## src/rtl/relu_pool_pkg.sv

```systemverilog
// Shared FSM encoding, pool-mode constants and sizing helper for the
// ReLU + 2x2 pooling stream block.
package relu_pool_pkg;

    localparam logic [1:0] ST_IDLE  = 2'd0;
    localparam logic [1:0] ST_RUN   = 2'd1;
    localparam logic [1:0] ST_FLUSH = 2'd2;

    localparam logic MODE_MAX = 1'b0;
    localparam logic MODE_AVG = 1'b1;

    // Index width for a buffer of the given depth, never narrower than one bit.
    function automatic int idx_width(int depth);
        return (depth > 1) ? $clog2(depth) : 1;
    endfunction

endpackage

```

## src/rtl/relu_pool_linebuf.sv

```systemverilog
// Single-port line buffer holding one even-row pair result per column pair,
// with a combinational read at the same index used for writes.
module relu_pool_linebuf
    import relu_pool_pkg::*;
#(
    parameter int DEPTH = 16,
    parameter int WIDTH = 17,
    parameter int IW    = idx_width(DEPTH)
) (
    input  logic             clk,
    input  logic             we,
    input  logic [IW-1:0]    idx,
    input  logic [WIDTH-1:0] wdata,
    output logic [WIDTH-1:0] rdata
);

    logic [WIDTH-1:0] mem [DEPTH];

    always_ff @(posedge clk) begin
        if (we) begin
            mem[idx] <= wdata;
        end
    end

    assign rdata = mem[idx];

endmodule

```

## src/rtl/relu_pool_stream.sv

```systemverilog
// Streaming ReLU followed by 2x2/stride-2 max or average pooling over a square
// row-major feature map; CHANNELS lanes share one position counter and FSM.
module relu_pool_stream
    import relu_pool_pkg::*;
#(
    parameter int DWIDTH   = 16,
    parameter int CHANNELS = 1,
    parameter int MAX_FMAP = 32
) (
    input  logic                         clk,
    input  logic                         rst,
    input  logic                         start,
    input  logic [5:0]                   fmap_size,
    input  logic                         relu_en,
    input  logic                         avg_mode,
    input  logic                         in_valid,
    output logic                         in_ready,
    input  logic [CHANNELS*DWIDTH-1:0]   din,
    output logic                         out_valid,
    input  logic                         out_ready,
    output logic [CHANNELS*DWIDTH-1:0]   dout,
    output logic                         busy,
    output logic                         frame_done,
    output logic                         cfg_err
);

    localparam int         LB_DEPTH = MAX_FMAP / 2;
    localparam int         IW       = idx_width(LB_DEPTH);
    localparam int         PW       = DWIDTH + 1;
    localparam logic [6:0] MAX_SIZE = 7'(MAX_FMAP);

    logic [1:0]                 state;
    logic [5:0]                 col;
    logic [5:0]                 row;
    logic [5:0]                 size_q;
    logic                       relu_q;
    logic                       avg_q;
    logic                       accept;
    logic                       last_col;
    logic                       last_pix;
    logic                       size_ok;
    logic                       produce;
    logic                       lb_we;
    logic [IW-1:0]              lb_idx;
    logic [CHANNELS*PW-1:0]     lb_wdata;
    logic [CHANNELS*PW-1:0]     lb_rdata;
    logic [CHANNELS*DWIDTH-1:0] pool_res;

    assign busy     = (state != ST_IDLE);
    assign in_ready = (state == ST_RUN) && !(out_valid && !out_ready);
    assign accept   = in_valid && in_ready;
    assign last_col = (col == size_q - 6'd1);
    assign last_pix = last_col && (row == size_q - 6'd1);
    assign size_ok  = (fmap_size >= 6'd2) && ({1'b0, fmap_size} <= MAX_SIZE);

    // Odd trailing column/row pixels land on even indices, so they never pair up.
    assign lb_we   = accept && col[0] && !row[0];
    assign produce = accept && col[0] && row[0];
    assign lb_idx  = IW'(col >> 1);

    always_ff @(posedge clk) begin
        if (rst) begin
            state      <= ST_IDLE;
            col        <= '0;
            row        <= '0;
            size_q     <= '0;
            relu_q     <= 1'b0;
            avg_q      <= MODE_MAX;
            frame_done <= 1'b0;
            cfg_err    <= 1'b0;
        end else begin
            frame_done <= 1'b0;
            cfg_err    <= 1'b0;
            case (state)
                ST_IDLE: begin
                    if (start) begin
                        if (size_ok) begin
                            state  <= ST_RUN;
                            size_q <= fmap_size;
                            relu_q <= relu_en;
                            avg_q  <= avg_mode;
                            col    <= '0;
                            row    <= '0;
                        end else begin
                            cfg_err <= 1'b1;
                        end
                    end
                end
                ST_RUN: begin
                    if (accept) begin
                        if (last_col) begin
                            col <= '0;
                            row <= row + 6'd1;
                        end else begin
                            col <= col + 6'd1;
                        end
                        if (last_pix) begin
                            state <= ST_FLUSH;
                        end
                    end
                end
                ST_FLUSH: begin
                    if (!out_valid || out_ready) begin
                        state      <= ST_IDLE;
                        frame_done <= 1'b1;
                    end
                end
                default: state <= ST_IDLE;
            endcase
        end
    end

    for (genvar g = 0; g < CHANNELS; g++) begin : g_lane
        logic signed [DWIDTH-1:0] sample;
        logic signed [DWIDTH-1:0] px;
        logic signed [DWIDTH-1:0] held;
        logic signed [PW-1:0]     pair;
        logic signed [PW-1:0]     lb_rd;
        logic signed [PW:0]       quad;
        logic [DWIDTH-1:0]        res;
        logic                     lane_unused;

        assign sample = din[g*DWIDTH +: DWIDTH];
        assign px     = (relu_q && sample[DWIDTH-1]) ? '0 : sample;
        assign lb_rd  = lb_rdata[g*PW +: PW];

        always_ff @(posedge clk) begin
            if (accept && !col[0]) begin
                held <= px;
            end
        end

        always_comb begin
            pair = {held[DWIDTH-1], held};
            if (avg_q == MODE_AVG) begin
                pair = {held[DWIDTH-1], held} + {px[DWIDTH-1], px};
            end else if (px > held) begin
                pair = {px[DWIDTH-1], px};
            end
        end

        // Dropping the two low bits of the 4-way sum is a floor division by 4.
        always_comb begin
            quad = {lb_rd[PW-1], lb_rd} + {pair[PW-1], pair};
            res  = lb_rd[DWIDTH-1:0];
            if (avg_q == MODE_AVG) begin
                res = quad[PW:2];
            end else if (pair > lb_rd) begin
                res = pair[DWIDTH-1:0];
            end
        end

        assign lane_unused                    = ^quad[1:0];
        assign lb_wdata[g*PW +: PW]           = pair;
        assign pool_res[g*DWIDTH +: DWIDTH]   = res;
    end

    relu_pool_linebuf #(
        .DEPTH (LB_DEPTH),
        .WIDTH (CHANNELS*PW),
        .IW    (IW)
    ) u_linebuf (
        .clk   (clk),
        .we    (lb_we),
        .idx   (lb_idx),
        .wdata (lb_wdata),
        .rdata (lb_rdata)
    );

    // New results only arrive while in_ready is high, so the register is never overwritten unread.
    always_ff @(posedge clk) begin
        if (rst) begin
            out_valid <= 1'b0;
            dout      <= '0;
        end else if (produce) begin
            out_valid <= 1'b1;
            dout      <= pool_res;
        end else if (out_ready) begin
            out_valid <= 1'b0;
        end
    end

endmodule
```

## config.mk

```make
export PLATFORM = sky130hd
export DESIGN_NAME = relu_pool_stream
export DESIGN_NICKNAME = d
export VERILOG_FILES = /design/src/rtl/relu_pool_pkg.sv /design/src/rtl/relu_pool_linebuf.sv /design/src/rtl/relu_pool_stream.sv
export SDC_FILE = /design/constraint.sdc
export NUM_CORES = 1
export LEC_CHECK = 0
export BUFFER_PORTS_ARGS = -buffer_cell sky130_fd_sc_hd__buf_2
export CAP_MARGIN = 15
export CORE_MARGIN = 2
export CORE_UTILIZATION = 40
export CTS_BUF_LIST = sky130_fd_sc_hd__clkbuf_8
export DETAILED_ROUTE_END_ITERATION = 10
export PLACE_DENSITY_LB_ADDON = 0.05
export SYNTH_ARGS = -nofsm -noshare
export SYNTH_HDL_FRONTEND = slang
export SYNTH_SLANG_ARGS = --single-unit
export TNS_END_PERCENT = 5
```

## constraint.sdc

```tcl
create_clock -name clk -period 7.3 [get_ports clk]
set_input_delay 1.095 -clock clk [delete_from_list [all_inputs] [get_ports clk]]
set_output_delay 1.095 -clock clk [all_outputs]
set_load 0.1 [all_outputs]
```

Word level (Yosys, flattened, before mapping)
Memory sizes are Yosys's and may differ from the RTL's. A register that Yosys moved wholly into a read port is not among the register bits.
Index checks and enable logic that the tools add are counted.
{"block": "word_totals", "wordCells": 87, "inputBits": 29, "output_inout_bits": 21, "ff_bits": 57, "mem_count": 1, "ram_bits": 272}
{"memory": "u_linebuf.mem", "depth": 16, "width": 17, "rd": 1, "rd_ports_with_merged_regs": 1, "wr": 1, "line_no": "relu_pool_linebuf.sv:17", "text": "logic [WIDTH-1:0] mem [DEPTH];"}
{"block": "classes", "bitwise": 3, "order_cmp": 4, "add_sub_neg": 5, "mux": 27, "eq_ne": 10, "n_reduce_logical": 26}
{"op": "16-bit 2-to-1 mux", "n": 3}
{"op": "6-bit 2-to-1 mux", "n": 6}
{"op": "17-bit 2-to-1 mux", "n": 2}
{"op": "6-bit one-hot mux with 2 select lines", "n": 2}
{"op": "17-bit by 17-bit adder with 18-bit output", "n": 1}
{"op": "16-bit by 16-bit adder with 17-bit output", "n": 1}
{"op": "17-bit greater-than comparator", "n": 1}
{"op": "16-bit greater-than comparator", "n": 1}
{"op": "6-bit by 1-bit adder with 6-bit output (second input constant)", "n": 2}
{"op": "6-bit equality test", "n": 2}
{"op": "2-bit inequality test (second input constant)", "n": 6}
{"op": "1-bit logical AND", "n": 10}
{"op": "2-bit 2-to-1 mux", "n": 5}
{"op": "5-bit AND reduction", "n": 2}
{"op": "4-bit 2-to-1 mux", "n": 2}
{"op": "6-bit by 2-bit >= comparator with 1-bit output (second input constant)", "n": 1}
{"op": "6-bit less-or-equal comparator (second input constant)", "n": 1}
{"op": "1-bit 2-to-1 mux", "n": 6}
{"op": "2-bit one-hot mux with 3 select lines", "n": 1}
{"op": "2-bit nonzero test", "n": 3}
{"op": "6-bit by 1-bit subtractor with 6-bit output (second input constant)", "n": 1}
{"op": "1-bit zero test", "n": 5}
{"op": "4-bit AND reduction", "n": 1}
{"op": "1-bit NOT", "n": 3}
{"op": "7 further kinds", "n": 7}

Logic depth before layout (Yosys ltp)
{"block": "depth", "depth_word": 9, "ltp_mapped": 25, "ltp_nobuf": 23}

Cells and area by module
Synthesis repeated with hierarchy kept, for this count alone.
{"block": "unflattened", "hier_cells": 1094, "area_unflattened_um2": 15670.0}
{"mod": "relu_pool_linebuf", "area_each_um2": 10289.9, "instances": 1, "seq_area_each_um2": 8167.8, "cells_per_inst": 441}
{"mod": "relu_pool_stream", "area_each_um2": 5380.2, "instances": 1, "seq_area_each_um2": 1301.2, "cells_per_inst": 653}

Least setup slack after synthesis
Ideal clock, no wire load.
{"block": "synth_path", "kind": "in2reg", "startpoint": "in din[15]", "endpoint": "reg dout[9]", "required_time_ns": 7.178, "arrival_ns": 6.031, "slack_ns": 1.147, "stages": 20, "path_buffers": 2, "path_cell_list": "nand2_1 clkbuf_1 nand2_1 inv_1 ha_1 nand3_2 or4_1 or3_1 buf_2 a21boi_4 o31ai_4 mux2i_1 a21oi_1 ha_1 a221oi_1 o41ai_1 a211oi_1 o311a_1 and2_1 a221o_1"}
{"block": "synth_between", "elab_chain_cells": 8, "elab_cells_between_ends": 10}
{"item": "from (decl)", "line_no": "relu_pool_stream.sv:18", "text": "input logic [CHANNELS*DWIDTH-1:0] din,"}
{"item": "1-bit logical AND (*)", "line_no": "relu_pool_stream.sv:124", "text": "assign px = (relu_q && sample[DWIDTH-1]) ? '0 : sample;"}
{"item": "16-bit 2-to-1 mux (*)", "line_no": "relu_pool_stream.sv:124"}
{"item": "net g_lane[0].px[11]", "line_no": "relu_pool_stream.sv:115", "text": "logic signed [DWIDTH-1:0] px;"}
{"item": "16-bit greater-than comparator (*)", "line_no": "relu_pool_stream.sv:137", "text": "end else if (px > held) begin"}
{"item": "17-bit 2-to-1 mux (*)", "line_no": "relu_pool_stream.sv:137"}
{"item": "17-bit 2-to-1 mux (*)", "line_no": "relu_pool_stream.sv:135", "text": "if (avg_q == MODE_AVG) begin"}
{"item": "net g_lane[0].pair[2]", "line_no": "relu_pool_stream.sv:117", "text": "logic signed [PW-1:0] pair;"}
{"item": "17-bit greater-than comparator", "line_no": "relu_pool_stream.sv:148", "text": "end else if (pair > lb_rd) begin"}
{"item": "16-bit 2-to-1 mux", "line_no": "relu_pool_stream.sv:148"}
{"item": "16-bit 2-to-1 mux (*)", "line_no": "relu_pool_stream.sv:146", "text": "if (avg_q == MODE_AVG) begin"}
{"item": "to (signal assigned)", "line_no": "relu_pool_stream.sv:177", "text": "dout <= pool_res;"}
{"item": "to (decl)", "line_no": "relu_pool_stream.sv:21", "text": "output logic [CHANNELS*DWIDTH-1:0] dout,"}
Mark *: on every way through the listed nets, which the timed path passes. The rest lies on a longest branch.
A chain may end at the register's enable or synchronous reset.

Worst setup path after layout
{"block": "layout_path", "startpoint": "in din[15]", "endpoint": "reg dout[0]"}
{"block": "layout_between", "elab_chain_cells": 8, "elab_cells_between_ends": 10}
{"item": "1-bit logical AND", "line_no": "relu_pool_stream.sv:124"}
{"item": "16-bit 2-to-1 mux", "line_no": "relu_pool_stream.sv:124"}
{"item": "net g_lane[0].px[11]", "line_no": "relu_pool_stream.sv:115"}
{"item": "16-bit greater-than comparator", "line_no": "relu_pool_stream.sv:137"}
{"item": "17-bit 2-to-1 mux", "line_no": "relu_pool_stream.sv:137"}
{"item": "17-bit 2-to-1 mux", "line_no": "relu_pool_stream.sv:135"}
{"item": "net g_lane[0].pair[6]", "line_no": "relu_pool_stream.sv:117"}
{"item": "17-bit greater-than comparator", "line_no": "relu_pool_stream.sv:148"}
{"item": "16-bit 2-to-1 mux", "line_no": "relu_pool_stream.sv:148"}
{"item": "16-bit 2-to-1 mux", "line_no": "relu_pool_stream.sv:146"}
The timed path passes the listed nets, and every way through them passes these cells.

==> run_results.csv <==
group,metric,value,unit
critical_path,crit_path_start,"din[15]",
global_route,overflow,0,
route,drt-wirelength-per-cell,23.5,um
critical_path,worstSetupEndpointType,"flip-flop",
timing,worst_clock_skew,0.0357,ns
layout,multi_input_comb_area,5920,sq um
outcome,result_of_the_run,"finished, final reports clean",
clock_tree,clock_path_buffers,3,
route,routed_wirelength,41200,um
global_route,number_of_global_route_vias_before_repair,9775,
critical_path,start_to_end_type_of_the_worst_setup_path,"in2reg",
global_route,grt_first_pass_wirelength,61600,um
clock_tree,post_cts.resized_instances,0,
critical_path,regToRegSetupSlack,1.33,ns
critical_path,rr_endpoint,"dout[0]",
layout,layout.filler_cells,3547,
global_route,antenna_found_initial,1,
timing,max_freq,0.163,GHz
worst_hold_path,worstHoldEndpoint,"dout[5]",
route,detailedRoute.firstPassIterationCount,5,
clock_tree,h-tree-depth,2,
power,ir_worst_vdd,0.163,mV
synth,synthCells,1083,
synth,async_reset_ff_share,0,%
critical_path,worstPathArrival,6.69,ns
layout,area.sequential,9550,sq um
synth,syn_avg_cell_area,14.7,sq um
timing,fin_crit_sh,84.3,%
worst_hold_path,min_delay_path_depth,2,
synth,ys_ff_latch,333,
synth,synth-edff-count,288,
synth,ys_types,75,
clock_tree,clk-insertion-delay-late,0.65,ns
timing,grt_setup_unrepaired,"no",
route,post-route-drc-count,0,
die,core.rowCount,72,
timing,totalNegativeSetupSlack,0,ns
placed_design,hpwlAfterDp,25800,um
worst_hold_path,worstHoldPathType,"reg2reg",
power,power.leakage,6.32,nW
critical_path,startpoint_type,"input pin",
synth,synth-seq-area-share,60.2,%
route,ant_nets,0,
die,num_io_pins,50,
worst_hold_path,worst_hold_startpoint,"dout[5]",
clock_tree,cts_hold_repair.buffers,0,
flow_run,cap_violations,0,
synth,synthDominantAreaCellType,"sky130_fd_sc_hd__edfxtp_1",
layout,final_util,46.2,%
clock_tree,clk_transition_reported_paths,0.06,ns
critical_path,worst_r2r_path_depth,20,
die,die_y,203,um
timing,setup_viol,0,
timing,layout_min_cycle_time,6.15,ns
synth,synth_most_common_cell,"sky130_fd_sc_hd__edfxtp_1",
die,die_width,203,um
critical_path,crit_fanout,15,
route,drt-vias-per-instance,5.45,
synth,yosys_warnings,0,
synth,syn_nets,1183,
die,start_util,40.8,%
timing,measured_slew_at_the_worst_slew_check_pin,0.968,ns
route,vias_after_detailed_routing,9556,
die,core_region_area,38900,sq um
critical_path,critPathRequiredTime,7.84,ns
global_route,overall_fraction_of_global_route_tracks_in_use,20.2,%
clock_tree,numCtsBuffers,59,
placed_design,port-buffer-count,49,
route,first_iter_violations,608,
layout,area_growth_syn_to_layout,13.2,%
clock_tree,cts_tree,"yes",
timing,worst_slew_margin_rel,35.3,%
global_route,largest_net_degree_at_the_start_of_global_routing,57,
synth,synth_top_cells_by_area,"sky130_fd_sc_hd__edfxtp_1 (54%), sky130_fd_sc_hd__mux4_2 (11%), sky130_fd_sc_hd__dfxtp_1 (5.7%)",
die,die_area,41300,sq um
clock_tree,cts_post_setup_buffers_inserted,0,
critical_path,timing.rr.start,"relu_q",
placed_design,routabilityCongestion,0.863,
synth,most_used_flip_flop_cell_after_synthesis,"sky130_fd_sc_hd__edfxtp_1",
synth,syn_area,15900,sq um
timing,report.final.hold_viol_count,0,
clock_tree,ctsRootBufferMaster,"sky130_fd_sc_hd__clkbuf_8",
clock_tree,cts_num_sinks,333,
layout,design.final.nets,1286,
power,power_per_cell_area,236,nW/um^2
layout,post_route_cells_drive_above_1_share,22.8,%
synth,synth_commonest_cells,"sky130_fd_sc_hd__edfxtp_1 (288), sky130_fd_sc_hd__nor2_1 (82), sky130_fd_sc_hd__mux4_2 (81)",
synth,synth_largest_type_area_fraction,54.5,%
timing,timing.final.max_slew_violations,0,
[per-layer routing]
| layer | wire, um | up-vias | track usage [%] |
|---|---|---|---|
| li1 | - | 4391 | - |
| met1 | 19300 | 4889 | 28.3 |
| met2 | 19300 | 199 | 32.2 |
| met3 | 1500 | 77 | 2.92 |
| met4 | 1170 | 0 | 7.43 |
| met5 | 0 | - | 0 |
[placed cells by master, fill, tap and decap left out, drive strengths merged, types with 4 or more instances in the layout]
cell type,instances
a21oi,42
a221oi,6
a31oi,6
a41oi,4
and2,15
and3,7
buf,90
clkbuf,59
clkinv,27
dfxtp,45
edfxtp,288
ha,70
inv,82
mux2,8
mux2i,31
mux4,82
nand2,50
nand2b,13
nand3,11
nand4,11
nor2,82
nor2b,16
nor3,18
nor3b,4
nor4,5
o211ai,6
o21ai,34
o21bai,8
o221a,5
o31a,4
o31ai,4
or3,5
or4,5
xnor2,27
xor2,17
[sequential cells by signal (all words and copies together), names as in the netlist, named ones only]
register       count
u_linebuf.mem    272
dout              16
g_lane.held       16
col                6
row                6
size_q             6
state              2
avg_q              1
cfg_err            1
frame_done         1
out_valid          1
relu_q             1
[through the flow]
| stage | power (mW) | std cells | worst slack [ns] | hold WS (ns) | area, sq um |
|---|---|---|---|---|---|
| after floorplan | 2.53 | 1083 | 1.15 | 0.475 | 15900 |
| after CTS | 4.28 | 1752 | 1.15 | 0.500 | 18000 |
| after global routing | 4.42 | 1753 | 0.720 | 0.527 | 18000 |
| final | 4.23 | 1753 | 1.15 | 0.501 | 18000 |
| after detailed placement | 2.70 | 1643 | 0.498 | 0.493 | 16900 |
| after global placement | 2.70 | 1643 | 0.524 | 0.494 | 16900 |
[where the power goes]
group | switching [mW] | total [mW] | internal [mW]
combinational | 0.328 | 0.522 | 0.194
clock | 0.780 | 1.57 | 0.791
sequential | 0.0133 | 2.14 | 2.13
[worst max-delay path, stage by stage]
cell,delay [ns]
sky130_fd_sc_hd__buf_2,0.08
sky130_fd_sc_hd__nand2_1,0.30
sky130_fd_sc_hd__nand2_1,0.21
sky130_fd_sc_hd__inv_1,0.10
sky130_fd_sc_hd__ha_1,0.41
sky130_fd_sc_hd__nand3_2,0.15
sky130_fd_sc_hd__or4_1,0.57
sky130_fd_sc_hd__or3_1,0.46
sky130_fd_sc_hd__a21boi_4,0.18
sky130_fd_sc_hd__o31ai_4,0.18
sky130_fd_sc_hd__mux2i_1,0.52
sky130_fd_sc_hd__mux2i_1,0.25
sky130_fd_sc_hd__ha_1,0.45
sky130_fd_sc_hd__o21ai_0,0.10
sky130_fd_sc_hd__o21ai_0,0.16
sky130_fd_sc_hd__a221oi_1,0.12
sky130_fd_sc_hd__o21ai_0,0.22
sky130_fd_sc_hd__and2_1,0.29
sky130_fd_sc_hd__nand2_1,0.27
sky130_fd_sc_hd__o221a_1,0.34
sky130_fd_sc_hd__a211oi_2,0.22
[cell families (layout without fill, tap and decap cells)]
family          after synthesis  after routing  synth area share [%]
compound gates              152            152                  6.63
mux                         121            121                  14.2
simple gates                251            251                  7.79
xor+xnor                     45             45                  2.57
fa+ha+maj                    71             71                  5.64
buf+inv                     110            261                  3.02
other cells                   0              1                     0
flops                       333            333                  60.2
[worst max path at each step]
stage               to  slack [ns]  cells past startpoint
4_1_cts        dout[0]        1.15                     21
3_5_place_dp   dout[9]        0.50                     23
6_report       dout[0]        1.15                     21
5_1_grt        dout[9]        0.72                     23
2_1_floorplan  dout[9]        1.15                     20
3_3_place_gp   dout[0]        0.52                     21
[layout make-up]
type                    count  area share [%]
clock buffers              59            4.52
repair buffers             90            3.08
well taps                 518            3.61
flip-flops and latches    333            53.2
multi-input cells         640            32.9
diodes                      1          0.0139
inverters                  62            1.30
clock inverters            50            1.36
Power figures use the tool's default switching activity.
